### config.mk
export PLATFORM = sky130hd
export DESIGN_NAME = neuron_layer_seq
export DESIGN_NICKNAME = d
export VERILOG_FILES = /design/src/rtl/neuron_layer_seq.sv
export SDC_FILE = /design/constraint.sdc
export NUM_CORES = 1
export LEC_CHECK = 0
export CORE_MARGIN = 2
export CORE_UTILIZATION = 58
export CTS_CLUSTER_SIZE = 16
export DETAILED_ROUTE_END_ITERATION = 12
export PLACE_DENSITY = 0.88
export SYNTH_ARGS = -nofsm -noshare
export SYNTH_HDL_FRONTEND = slang
export SYNTH_SLANG_ARGS = --single-unit
export TNS_END_PERCENT = 10
### constraint.sdc
create_clock -name clk -period 10 [get_ports clk]
set_clock_uncertainty 0.15 [all_clocks]
set_input_delay 1 -clock clk [delete_from_list [all_inputs] [get_ports clk]]
set_output_delay 1 -clock clk [all_outputs]
set_load 0.02 [all_outputs]
### src/rtl/neuron_layer_seq.sv
// -----------------------------------------------------------------------------
// neuron_layer_seq
//
// Time-multiplexed sequencer for one fully-connected ReLU layer. One shared
// multiply-accumulate datapath evaluates NUM_NEURONS neurons in turn. It
// latches a NUM_INPUTS-element activation vector, then for each neuron it
// streams the weights and the bias from an external synchronous weight memory.
// Each result goes through ReLU and is emitted on a valid/ready stream.
//
// Weight memory layout: the weight for neuron j, input k is at address
// j*(NUM_INPUTS+1)+k. The bias for neuron j is at j*(NUM_INPUTS+1)+NUM_INPUTS.
//
// Ports:
//   clk        clock
//   reset      synchronous, active-high reset
//   in_valid   activation beat valid
//   in_ready   block accepts an activation beat (IDLE/LOAD)
//   in_data    activation, signed Q8.8
//   w_en       weight-memory read enable
//   w_addr     weight-memory read address
//   w_data     weight-memory read data, signed Q8.8, one cycle after w_en
//   out_valid  result valid
//   out_ready  downstream accepts result
//   out_data   ReLU result, Q8.8, never negative
//   out_idx    neuron index of out_data
//   out_last   high with the result of neuron NUM_NEURONS-1
//   busy       high in any state other than IDLE
//
// Optional build macro:
//   NEURON_LAYER_SEQ_ROUND_EN  finalize rounds half up ((acc+128)>>>8)
//                              instead of truncating toward -inf. Timing is
//                              the same in both builds.
// -----------------------------------------------------------------------------
module neuron_layer_seq #(
    parameter int NUM_INPUTS  = 5,
    parameter int NUM_NEURONS = 8,
    parameter int ACC_W       = 40,
    parameter int ADDR_W      = 6,
    parameter int IDX_W       = 3
) (
    input  logic              clk,
    input  logic              reset,
    input  logic              in_valid,
    output logic              in_ready,
    input  logic [15:0]       in_data,
    output logic              w_en,
    output logic [ADDR_W-1:0] w_addr,
    input  logic [15:0]       w_data,
    output logic              out_valid,
    input  logic              out_ready,
    output logic [15:0]       out_data,
    output logic [IDX_W-1:0]  out_idx,
    output logic              out_last,
    output logic              busy
);

    localparam logic [1:0] S_IDLE = 2'd0;
    localparam logic [1:0] S_LOAD = 2'd1;
    localparam logic [1:0] S_MAC  = 2'd2;
    localparam logic [1:0] S_OUT  = 2'd3;

    // One counter width serves both the input-beat count and the MAC cycle.
    localparam int                 C_W    = $clog2(NUM_INPUTS + 2);
    localparam logic [C_W-1:0]     C_LAST = C_W'(NUM_INPUTS + 1);
    localparam logic [C_W-1:0]     K_LAST = C_W'(NUM_INPUTS - 1);
    localparam logic [IDX_W-1:0]   J_LAST = IDX_W'(NUM_NEURONS - 1);
    localparam logic [ADDR_W-1:0]  STRIDE = ADDR_W'(NUM_INPUTS + 1);
    localparam logic signed [ACC_W-1:0] SAT_MAX = ACC_W'(32767);

    logic [1:0]              r_state;
    logic [C_W-1:0]          r_k;
    logic [C_W-1:0]          r_c;
    logic [IDX_W-1:0]        r_j;
    logic signed [ACC_W-1:0] r_acc;
    logic [15:0]             r_x [NUM_INPUTS];

    logic                    r_in_ready;
    logic                    r_w_en;
    logic [ADDR_W-1:0]       r_w_addr;
    logic                    r_out_valid;
    logic [15:0]             r_out_data;
    logic [IDX_W-1:0]        r_out_idx;
    logic                    r_out_last;
    logic                    r_busy;

    logic [1:0]              w_state_nxt;
    logic [C_W-1:0]          w_k_nxt;
    logic [C_W-1:0]          w_c_nxt;
    logic [IDX_W-1:0]        w_j_nxt;
    logic                    w_accept;
    logic                    w_out_hs;
    logic                    w_fin;
    logic                    w_en_nxt;
    logic [ADDR_W-1:0]       w_addr_nxt;

    logic signed [15:0]      w_x_sel;
    logic signed [31:0]      w_prod;
    logic signed [ACC_W-1:0] w_acc_add;
    logic signed [ACC_W-1:0] w_acc_sum;

    // Shift Q16.16 back to Q8.8, saturate to 16-bit signed, then apply ReLU.
    // A negative value saturates to -32768 at worst, which ReLU maps to 0.
    function automatic logic [15:0] finalize(input logic signed [ACC_W-1:0] acc);
        logic signed [ACC_W-1:0] r;
`ifdef NEURON_LAYER_SEQ_ROUND_EN
        r = $signed(acc + ACC_W'(128)) >>> 8;
`else
        r = acc >>> 8;
`endif
        if (r[ACC_W-1]) begin
            finalize = 16'h0000;
        end else if (r > SAT_MAX) begin
            finalize = 16'h7FFF;
        end else begin
            finalize = r[15:0];
        end
    endfunction

    // Next-state and counter logic of the sequencer.
    always_comb begin
        w_accept    = in_valid && r_in_ready;
        w_out_hs    = r_out_valid && out_ready;
        w_state_nxt = r_state;
        w_k_nxt     = r_k;
        w_c_nxt     = r_c;
        w_j_nxt     = r_j;
        w_fin       = 1'b0;
        case (r_state)
            S_IDLE, S_LOAD: begin
                if (w_accept) begin
                    if (r_k == K_LAST) begin
                        w_state_nxt = S_MAC;
                        w_k_nxt     = {C_W{1'b0}};
                        w_c_nxt     = {C_W{1'b0}};
                        w_j_nxt     = {IDX_W{1'b0}};
                    end else begin
                        w_state_nxt = S_LOAD;
                        w_k_nxt     = r_k + C_W'(1);
                    end
                end else begin
                    w_state_nxt = r_state;
                end
            end
            S_MAC: begin
                if (r_c == C_LAST) begin
                    w_state_nxt = S_OUT;
                    w_fin       = 1'b1;
                end else begin
                    w_c_nxt = r_c + C_W'(1);
                end
            end
            S_OUT: begin
                if (w_out_hs) begin
                    if (r_j == J_LAST) begin
                        w_state_nxt = S_IDLE;
                        w_j_nxt     = {IDX_W{1'b0}};
                    end else begin
                        w_state_nxt = S_MAC;
                        w_j_nxt     = r_j + IDX_W'(1);
                        w_c_nxt     = {C_W{1'b0}};
                    end
                end else begin
                    w_state_nxt = S_OUT;
                end
            end
            default: begin
                w_state_nxt = S_IDLE;
                w_k_nxt     = {C_W{1'b0}};
                w_c_nxt     = {C_W{1'b0}};
                w_j_nxt     = {IDX_W{1'b0}};
            end
        endcase
    end

    // Memory reads are issued for MAC cycles 0..NUM_INPUTS; the final cycle
    // only consumes the bias returned by the previous read.
    always_comb begin
        w_en_nxt   = (w_state_nxt == S_MAC) && (w_c_nxt != C_LAST);
        w_addr_nxt = ADDR_W'(w_j_nxt) * STRIDE + ADDR_W'(w_c_nxt);
    end

    // Pick x[c-1] for the weight arriving in MAC cycle c.
    always_comb begin
        w_x_sel = 16'sd0;
        for (int i = 0; i < NUM_INPUTS; i++) begin
            if (r_c == C_W'(i + 1)) begin
                w_x_sel = r_x[i];
            end else begin
                w_x_sel = w_x_sel;
            end
        end
    end

    // Accumulator increment: products in cycles 1..NUM_INPUTS, bias (<<<8 to
    // align with the Q16.16 products) in the last cycle.
    always_comb begin
        w_prod = w_x_sel * $signed(w_data);
        if (r_state == S_MAC && r_c == C_LAST) begin
            w_acc_add = {{(ACC_W-24){w_data[15]}}, w_data, 8'h00};
        end else if (r_state == S_MAC && r_c != {C_W{1'b0}}) begin
            w_acc_add = {{(ACC_W-32){w_prod[31]}}, w_prod};
        end else begin
            w_acc_add = {ACC_W{1'b0}};
        end
        w_acc_sum = r_acc + w_acc_add;
    end

    // Sequencer state and counters.
    always_ff @(posedge clk) begin
        if (reset) begin
            r_state <= S_IDLE;
            r_k     <= {C_W{1'b0}};
            r_c     <= {C_W{1'b0}};
            r_j     <= {IDX_W{1'b0}};
        end else begin
            r_state <= w_state_nxt;
            r_k     <= w_k_nxt;
            r_c     <= w_c_nxt;
            r_j     <= w_j_nxt;
        end
    end

    // Activation vector capture and accumulator; the accumulator clears on
    // every entry into MAC and freezes outside it.
    always_ff @(posedge clk) begin
        if (reset) begin
            r_acc <= {ACC_W{1'b0}};
            for (int i = 0; i < NUM_INPUTS; i++) begin
                r_x[i] <= 16'h0000;
            end
        end else begin
            if (w_accept) begin
                for (int i = 0; i < NUM_INPUTS; i++) begin
                    if (r_k == C_W'(i)) begin
                        r_x[i] <= in_data;
                    end
                end
            end
            if (r_state != S_MAC && w_state_nxt == S_MAC) begin
                r_acc <= {ACC_W{1'b0}};
            end else if (r_state == S_MAC) begin
                r_acc <= w_acc_sum;
            end
        end
    end

    // Registered interface outputs, derived from the next state so that they
    // line up with the state they describe.
    always_ff @(posedge clk) begin
        if (reset) begin
            r_in_ready  <= 1'b0;
            r_w_en      <= 1'b0;
            r_w_addr    <= {ADDR_W{1'b0}};
            r_out_valid <= 1'b0;
            r_out_data  <= 16'h0000;
            r_out_idx   <= {IDX_W{1'b0}};
            r_out_last  <= 1'b0;
            r_busy      <= 1'b0;
        end else begin
            r_in_ready  <= (w_state_nxt == S_IDLE) || (w_state_nxt == S_LOAD);
            r_busy      <= (w_state_nxt != S_IDLE);
            r_w_en      <= w_en_nxt;
            r_out_valid <= (w_state_nxt == S_OUT);
            if (w_en_nxt) begin
                r_w_addr <= w_addr_nxt;
            end
            if (w_fin) begin
                r_out_data <= finalize(w_acc_sum);
                r_out_idx  <= r_j;
                r_out_last <= (r_j == J_LAST);
            end
        end
    end

    assign in_ready  = r_in_ready;
    assign w_en      = r_w_en;
    assign w_addr    = r_w_addr;
    assign out_valid = r_out_valid;
    assign out_data  = r_out_data;
    assign out_idx   = r_out_idx;
    assign out_last  = r_out_last;
    assign busy      = r_busy;

endmodule

==> results of run 1 <==
## registers in the layout, summed over array words and instances, names as in the netlist, 2 cells and up
name      cells
r_x          80
r_acc        40
out_data     16
w_addr        6
out_idx       3
r_c           3
r_j           3
r_k           3
r_state       2
## how the worst max path moves through the flow
stage / startpoint / slack [ps] / endpoint
5_1_grt: r_c[0] / -940 / out_data[2]
6_report: r_c[0] / -560 / out_data[2]
3_5_place_dp: r_c[0] / -530 / out_data[13]
4_1_cts: r_c[0] / -350 / out_data[8]
2_1_floorplan: r_c[0] / 5 / out_data[0]
3_3_place_gp: r_c[0] / -220 / out_data[13]
## placed cells by master (no fill, tap or decap), types with 48 or more instances in the layout
master	netlist	routed
nand2_1	260	259
o21ai_0	57	48
nor2_1	130	127
clkdlybuf4s50_1	0	65
fa_1	265	260
edfxtp_1	80	80
dfxtp_1	81	80
inv_1	318	316
buf_4	1	211
a21oi_1	147	127
and2_1	147	146
ha_1	139	134
## worst max-delay path: cells and delay by family, from the launching register on
| family | cells | cell delay, ps |
|---|---|---|
| compound gates | 12 | 2360 |
| xor+xnor | 1 | 180 |
| fa+ha+maj | 9 | 3890 |
| buf+inv | 13 | 1710 |
| flops | 1 | 340 |
| mux | 1 | 170 |
| simple gates | 8 | 1640 |
## routing by layer
layer,up-vias,wire [microns]
li1,7232,-
met2,823,25600
met3,216,4080
met5,-,0
met1,7917,20000
met4,0,2610
## metrics by stage
step	setup slack, ps	hold slack [ps]	power (mW)	area, sq um	util
after CTS	-348	300	1.53	22300	0.689
after global placement	-219	289	0.858	21500	0.667
after detailed placement	-527	290	0.862	21500	0.667
after floorplan	5.50	286	0.796	19000	-
after global routing	-941	327	1.57	22600	0.700
final	-564	299	1.53	22600	0.700
## report_power, final
| part | internal [mW] | switching [mW] | total, mW | leakage, nW |
|---|---|---|---|---|
| sequential | 0.712 | 0.00680 | 0.718 | 1.48 |
| combinational | 0.0551 | 0.0808 | 0.136 | 8.93 |
| clock | 0.343 | 0.336 | 0.679 | 0.301 |
| total | 1.11 | 0.423 | 1.53 | 10.7 |
## layout make-up
cell class | count | area share
clock buffer | 17 | 0.0188
timing repair buffer | 291 | 0.111
clock inverter | 15 | 0.00869
sequential | 161 | 0.178
tap | 442 | 0.0245
inverter | 318 | 0.0528
antenna | 1 | 0.000111
multi-input combinational | 1529 | 0.606
## cell families (layout without fill, tap and decap cells)
logic type	Yosys count	count (layout)	synth area share
and+or+nand+nor	667	667	0.169
adders and majority gates	404	404	0.373
buffers and inverters	404	641	0.0810
AOI/OAI and AO/OA	381	381	0.128
DFF	161	161	0.213
xor gates and xnor gates	72	72	0.0341
muxes	5	5	0.00265
other	0	1	0
## timing repair
item	4_1_cts	5_1_grt
resized for setup	24	63
pin swaps	4	15
setup endpoints to repair	23	29
buffers inserted	1	10
cloned	0	2
==> results by group, run 1 <==
Setup path
  – Crit start category: flip-flop
  – WP data arrival: 10,750 ps
  – CP dominant cell by count: buf_4
  – FF-to-FF setup slack: -560 ps
  – Slowest-stage cell, CP: fa_1
  – Reg-to-Reg End: out_data[2]
  – Worst Path Max Fanout: 10
  – CP max stage delay: 560 ps
  – CP required: 10,180 ps
  – Reg2Reg Depth: 44
  – Crit Path Class: reg -> reg
  – CP Capture Type: flip-flop
  – Reg-to-Reg Start: r_c[0]

Clock tree
  – Clock Path Buffers: 2
  – Clock transition at path regs: 80 ps
  – Hold_buf cts: 0
  – H-tree Lvls: 4
  – Sink Count: 161
  – Number of CTS-inserted buffers: 17
  – CTS tree: built
  – CTS Root Buffer Type: clkbuf_16
  – Clk_lat worst skew: 450 ps

GRT
  – GRT met3 Usage: 0.0551
  – Initial antenna violation count: 1
  – Routing usage on met2: 0.523
  – Total GRT Usage: 0.306
  – Global route total overflow: 0
  – GRT busiest layer: met2
  – Pin count of the biggest net entering global routing: 45
  – Vias in the first global route: 16,600
  – First-pass GRT wire length: 82,400 microns
  – Met1 Use GR: 0.384

Drt
  – Antenna violation net count after detailed routing: 0
  – Drt first pass iters: 6
  – WL/cell: 18.8 microns
  – Drt first-iter violations: 1,596
  – Total Wirelength: 52,300 microns
  – DRC viols: 0
  – Drt via density: 5.84
  – Routed vias: 16,200

STA
  – FMAX: 94.7 MHz
  – Slew of the pin with the lowest slew margin: 1230 ps
  – RSZ-0062 raised after global routing: true
  – Final Hold Viols: 0
  – Slew HR: 0.176
  – Worst setup margin: -564 ps
  – # setup viols final: 21
  – Fin crit share: 1.06
  – Setup TNS: -8810 ps
  – Max-slew violations: 0
  – Fin crit period: 10,560 ps

Yosys
  – Syn_area_per_cell: 9.03 sq um
  – Flops & latches, synth: 161
  – Yosys warns: 0
  – Synth cell types: 75
  – Cell taking the most area after synthesis: fa_1
  – Post-synth top area share: 0.281
  – FFs w/ async S/R, synth: 0
  – Syn Std Cell Area: 18,900 sq um
  – Register area share after synthesis: 0.213
  – Post-synth EDFFs: 80
  – Synth area leaders: fa_1, edfxtp_1, ha_1
  – Main synth FF type: dfxtp_1
  – Top-count cell post-synth: inv_1
  – Syn nets: 2,534
  – Post-Synthesis Cells: 2,094
  – Synth cell count leaders: inv_1, fa_1, nand2_1, a21oi_1, and2_1

Floorplanning
  – Initial core utilization: 0.586
  – Die area: 34,100 sq um
  – Die width: 185 microns
  – Core ar.: 32,300 sq um
  – Die height: 185 microns
  – Site Rows: 66
  – IO Count: 66

Placement
  – DP Wirelength: 40,000 microns
  – PortBufs: 65
  – Dpl cells: 2,728
  – GP Congestion: 0.954

Run status
  – Status: finished with violations
  – Failing checks: negative setup slack

Run
  – # Max-Cap Violations: 0

Hold path
  – Hold Startpoint: out_data[12]
  – End of the worst hold path: out_data[12]
  – Hold path cells: 2
  – Worst Hold Class: reg -> reg

Cells and area
  – Layout area overhead: 19.6%
  – Share of cells above drive strength 1: 0.153
  – Fill cell count: 2,119
  – Area of the multi-input gates: 13,700 sq um
  – Layout Cells excl Fill: 2,774
  – FF+latch area: 4030 sq um
  – Fin nets: 2,758

Pwr
  – Pwr/cell area: 67.8 nW/um^2
  – Max VDD drop: 0.000152 V
  – Leak: 10.7 nW
(Power assumes the default switching activity.)
==> run 2, diff against run 1 <==
--- a/config.mk
+++ b/config.mk
@@ -7,9 +7,10 @@
 export LEC_CHECK = 0
 export CORE_MARGIN = 2
 export CORE_UTILIZATION = 58
-export CTS_CLUSTER_SIZE = 16
+export CTS_CLUSTER_SIZE = 20
 export DETAILED_ROUTE_END_ITERATION = 12
 export PLACE_DENSITY = 0.88
+export REMOVE_ABC_BUFFERS = 1
 export SYNTH_ARGS = -nofsm -noshare
 export SYNTH_HDL_FRONTEND = slang
 export SYNTH_SLANG_ARGS = --single-unit
==> constraint.sdc (replaced) <==
create_clock -name clk -period 9.6 [get_ports clk]
set_clock_uncertainty 0.15 [all_clocks]
set_input_delay 0.96 -clock clk [delete_from_list [all_inputs] [get_ports clk]]
set_output_delay 0.96 -clock clk [all_outputs]
set_load 0.02 [all_outputs]
==> results by group, run 2 (synthesis gave the netlist of run 1 again) <==
Run status
  – Status: finished with violations
  – Failing checks: negative setup slack

Cells and area
  – Fin nets: 2,883 (+4.5%)
  – Most common cell after layout, fill and taps aside: buf_4
  – Ant. Diodes: 0 (-1)
  – Most frequent cells in the layout: buf_4, inv_1, nand2_1, fa_1, and2_1
  – Fill cell count: 1,936 (-8.6%)
  – Max reg flops: 80 (unchanged)
  – Layout area overhead: 26.7%
  – Layout Cells excl Fill: 2,898 (+4.5%)
  – Biggest register: r_x
  – Share of cells above drive strength 1: 0.219 (+0.0663)

Clock tree
  – Clk_lat worst skew: 460 ps (about the same)
  – Clock transition at path regs: 70 ps (about the same)
  – CTS tree: built
  – Clock Path Buffers: 2 (unchanged)
  – Number of CTS-inserted buffers: 17 (unchanged)
  – CTS Root Buffer Type: clkbuf_16
  – H-tree Lvls: 4 (unchanged)
  – Sink Count: 161 (unchanged)

STA
  – # setup viols final: 32 (+52%)
  – Slew of the pin with the lowest slew margin: 1210 ps (-23.8 ps)
  – Fin crit period: 10,950 ps (+387 ps)
  – Setup TNS: -28,980 ps (-20,160 ps)
  – Worst setup margin: -1350 ps (-787 ps)
  – Slew HR: 0.194 (+0.0172)
  – Final Hold Viols: 0 (unchanged)
  – FMAX: 91.3 MHz (-3.5%)
  – Fin crit share: 1.14 (+0.0843)
  – RSZ-0062 raised after global routing: true
  – Max-slew violations: 0 (unchanged)

Setup path
  – CP max stage delay: 610 ps (+50 ps)
  – Crit Path Class: reg -> reg
  – Crit start category: flip-flop
  – CP required: 9780 ps (-400 ps)
  – WP data arrival: 11,130 ps (+380 ps)
  – CP Capture Type: flip-flop
  – Reg2Reg Depth: 43 (-2.3%)
  – Slowest-stage cell, CP: fa_1
  – Worst Path Max Fanout: 8 (-2)

GRT
  – Initial antenna violation count: 0 (-1)
  – Total GRT Usage: 0.352 (+0.0452)
  – First-pass GRT wire length: 92,800 microns (+13%)
  – Pin count of the biggest net entering global routing: 45 (unchanged)
  – Global route total overflow: 0 (unchanged)
  – Vias in the first global route: 18,400 (+11%)

Drt
  – Drt via density: 6.13 (+5.0%)
  – Drt first-iter violations: 2,199 (+38%)
  – WL/cell: 21.7 microns (+15%)
  – DRC viols: 0 (unchanged)
  – Drt first pass iters: 6 (unchanged)
  – Total Wirelength: 62,800 microns (+20%)
  – Routed vias: 17,800 (+9.7%)
  – Antenna violation net count after detailed routing: 0 (unchanged)

Floorplanning
  – Core ar.: 32,300 sq um (unchanged)
  – Die area: 34,100 sq um (unchanged)
  – Initial core utilization: 0.586 (unchanged)
  – Die width: 185 microns (unchanged)
  – IO Count: 66 (unchanged)
  – Die height: 185 microns (unchanged)
  – Site Rows: 66 (unchanged)

Hold path
  – Worst Hold Class: reg -> reg
  – Hold path cells: 2 (unchanged)

Placement
  – GP Congestion: 0.942 (-1.2%)
  – Dpl cells: 2,843 (+4.2%)
  – PortBufs: 65 (unchanged)
  – DP Wirelength: 43,200 microns (+8.0%)

Pwr
  – Pwr/cell area: 68.8 nW/um^2 (+1.5%)
  – Max VDD drop: 0.000127 V (-17%)
  – Leak: 11.4 nW (+6.8%)

Run
  – # Max-Cap Violations: 0 (unchanged)
## run 2: worst paths after layout
kind / slack, ps / start / end
max: -1350 / r_c[1] / out_data[10]
min: 300 / out_data[12] / out_data[12]
min reg2reg: 300 / out_data[12] / out_data[12]
max reg2reg: -1350 / r_c[1] / out_data[10]
## run 2: final cells by class
class | instances | area [sq um] | share of cell area
Tap cell | 442 | 553 | 0.0231
Inverter | 318 | 1190 | 0.0498
Clock buffer | 17 | 425 | 0.0178
Sequential cell | 161 | 4030 | 0.168
Timing Repair Buffer | 416 | 3490 | 0.146
Multi-Input combinational cell | 1529 | 14100 | 0.587
Clock inverter | 15 | 201 | 0.00841
## run 2: timing repair
action / 4_1_cts / 5_1_grt
hold buffers: 0 / 0
setup endpoints to repair: 32 / 37
cloned: 3 / 1
setup buffers: 10 / 9
resized for setup: 98 / 86
pin swaps: 40 / 55
## run 2: per-stage QoR
step | cell area (sq um) | setup slack [ps] | utilization | total power, mW | hold WS (ps)
4_1_cts | 23500 | -585 | 0.727 | 1.61 | 301
3_5_place_dp | 22400 | -1040 | 0.693 | 0.908 | 292
3_3_place_gp | 22400 | -635 | 0.693 | 0.900 | 291
5_1_grt | 24000 | -1680 | 0.742 | 1.68 | 332
2_1_floorplan | 18600 | -1330 | - | 0.818 | 286
6_report | 24000 | -1350 | 0.742 | 1.65 | 299
## run 2: layer usage
metal  track usage  up-vias  part of all wire
met4         0.204        0             0.081
met2         0.612     1276              0.48
met5             0        -                 0
met3        0.0652      437             0.094
met1         0.407     8567              0.34
li1              -     7480                 -
## run 2: power breakdown
| part | total [mW] | switching (mW) | internal [mW] |
|---|---|---|---|
| Sequential | 0.753 | 0.0115 | 0.741 |
| Combinational | 0.159 | 0.0928 | 0.0665 |
| Clock | 0.736 | 0.376 | 0.360 |
| Total | 1.65 | 0.481 | 1.17 |
## run 2: worst max-delay path: cells and delay by family (launching register included)
family                     cells  cell delay [ps]
adders and majority gates      9             4010
and+or+nand+nor               10             2280
AOI/OAI and AO/OA             12             2020
buffers and inverters         10             1540
DFF                            1              340
xor gates and xnor gates       1              250
muxes                          1              190
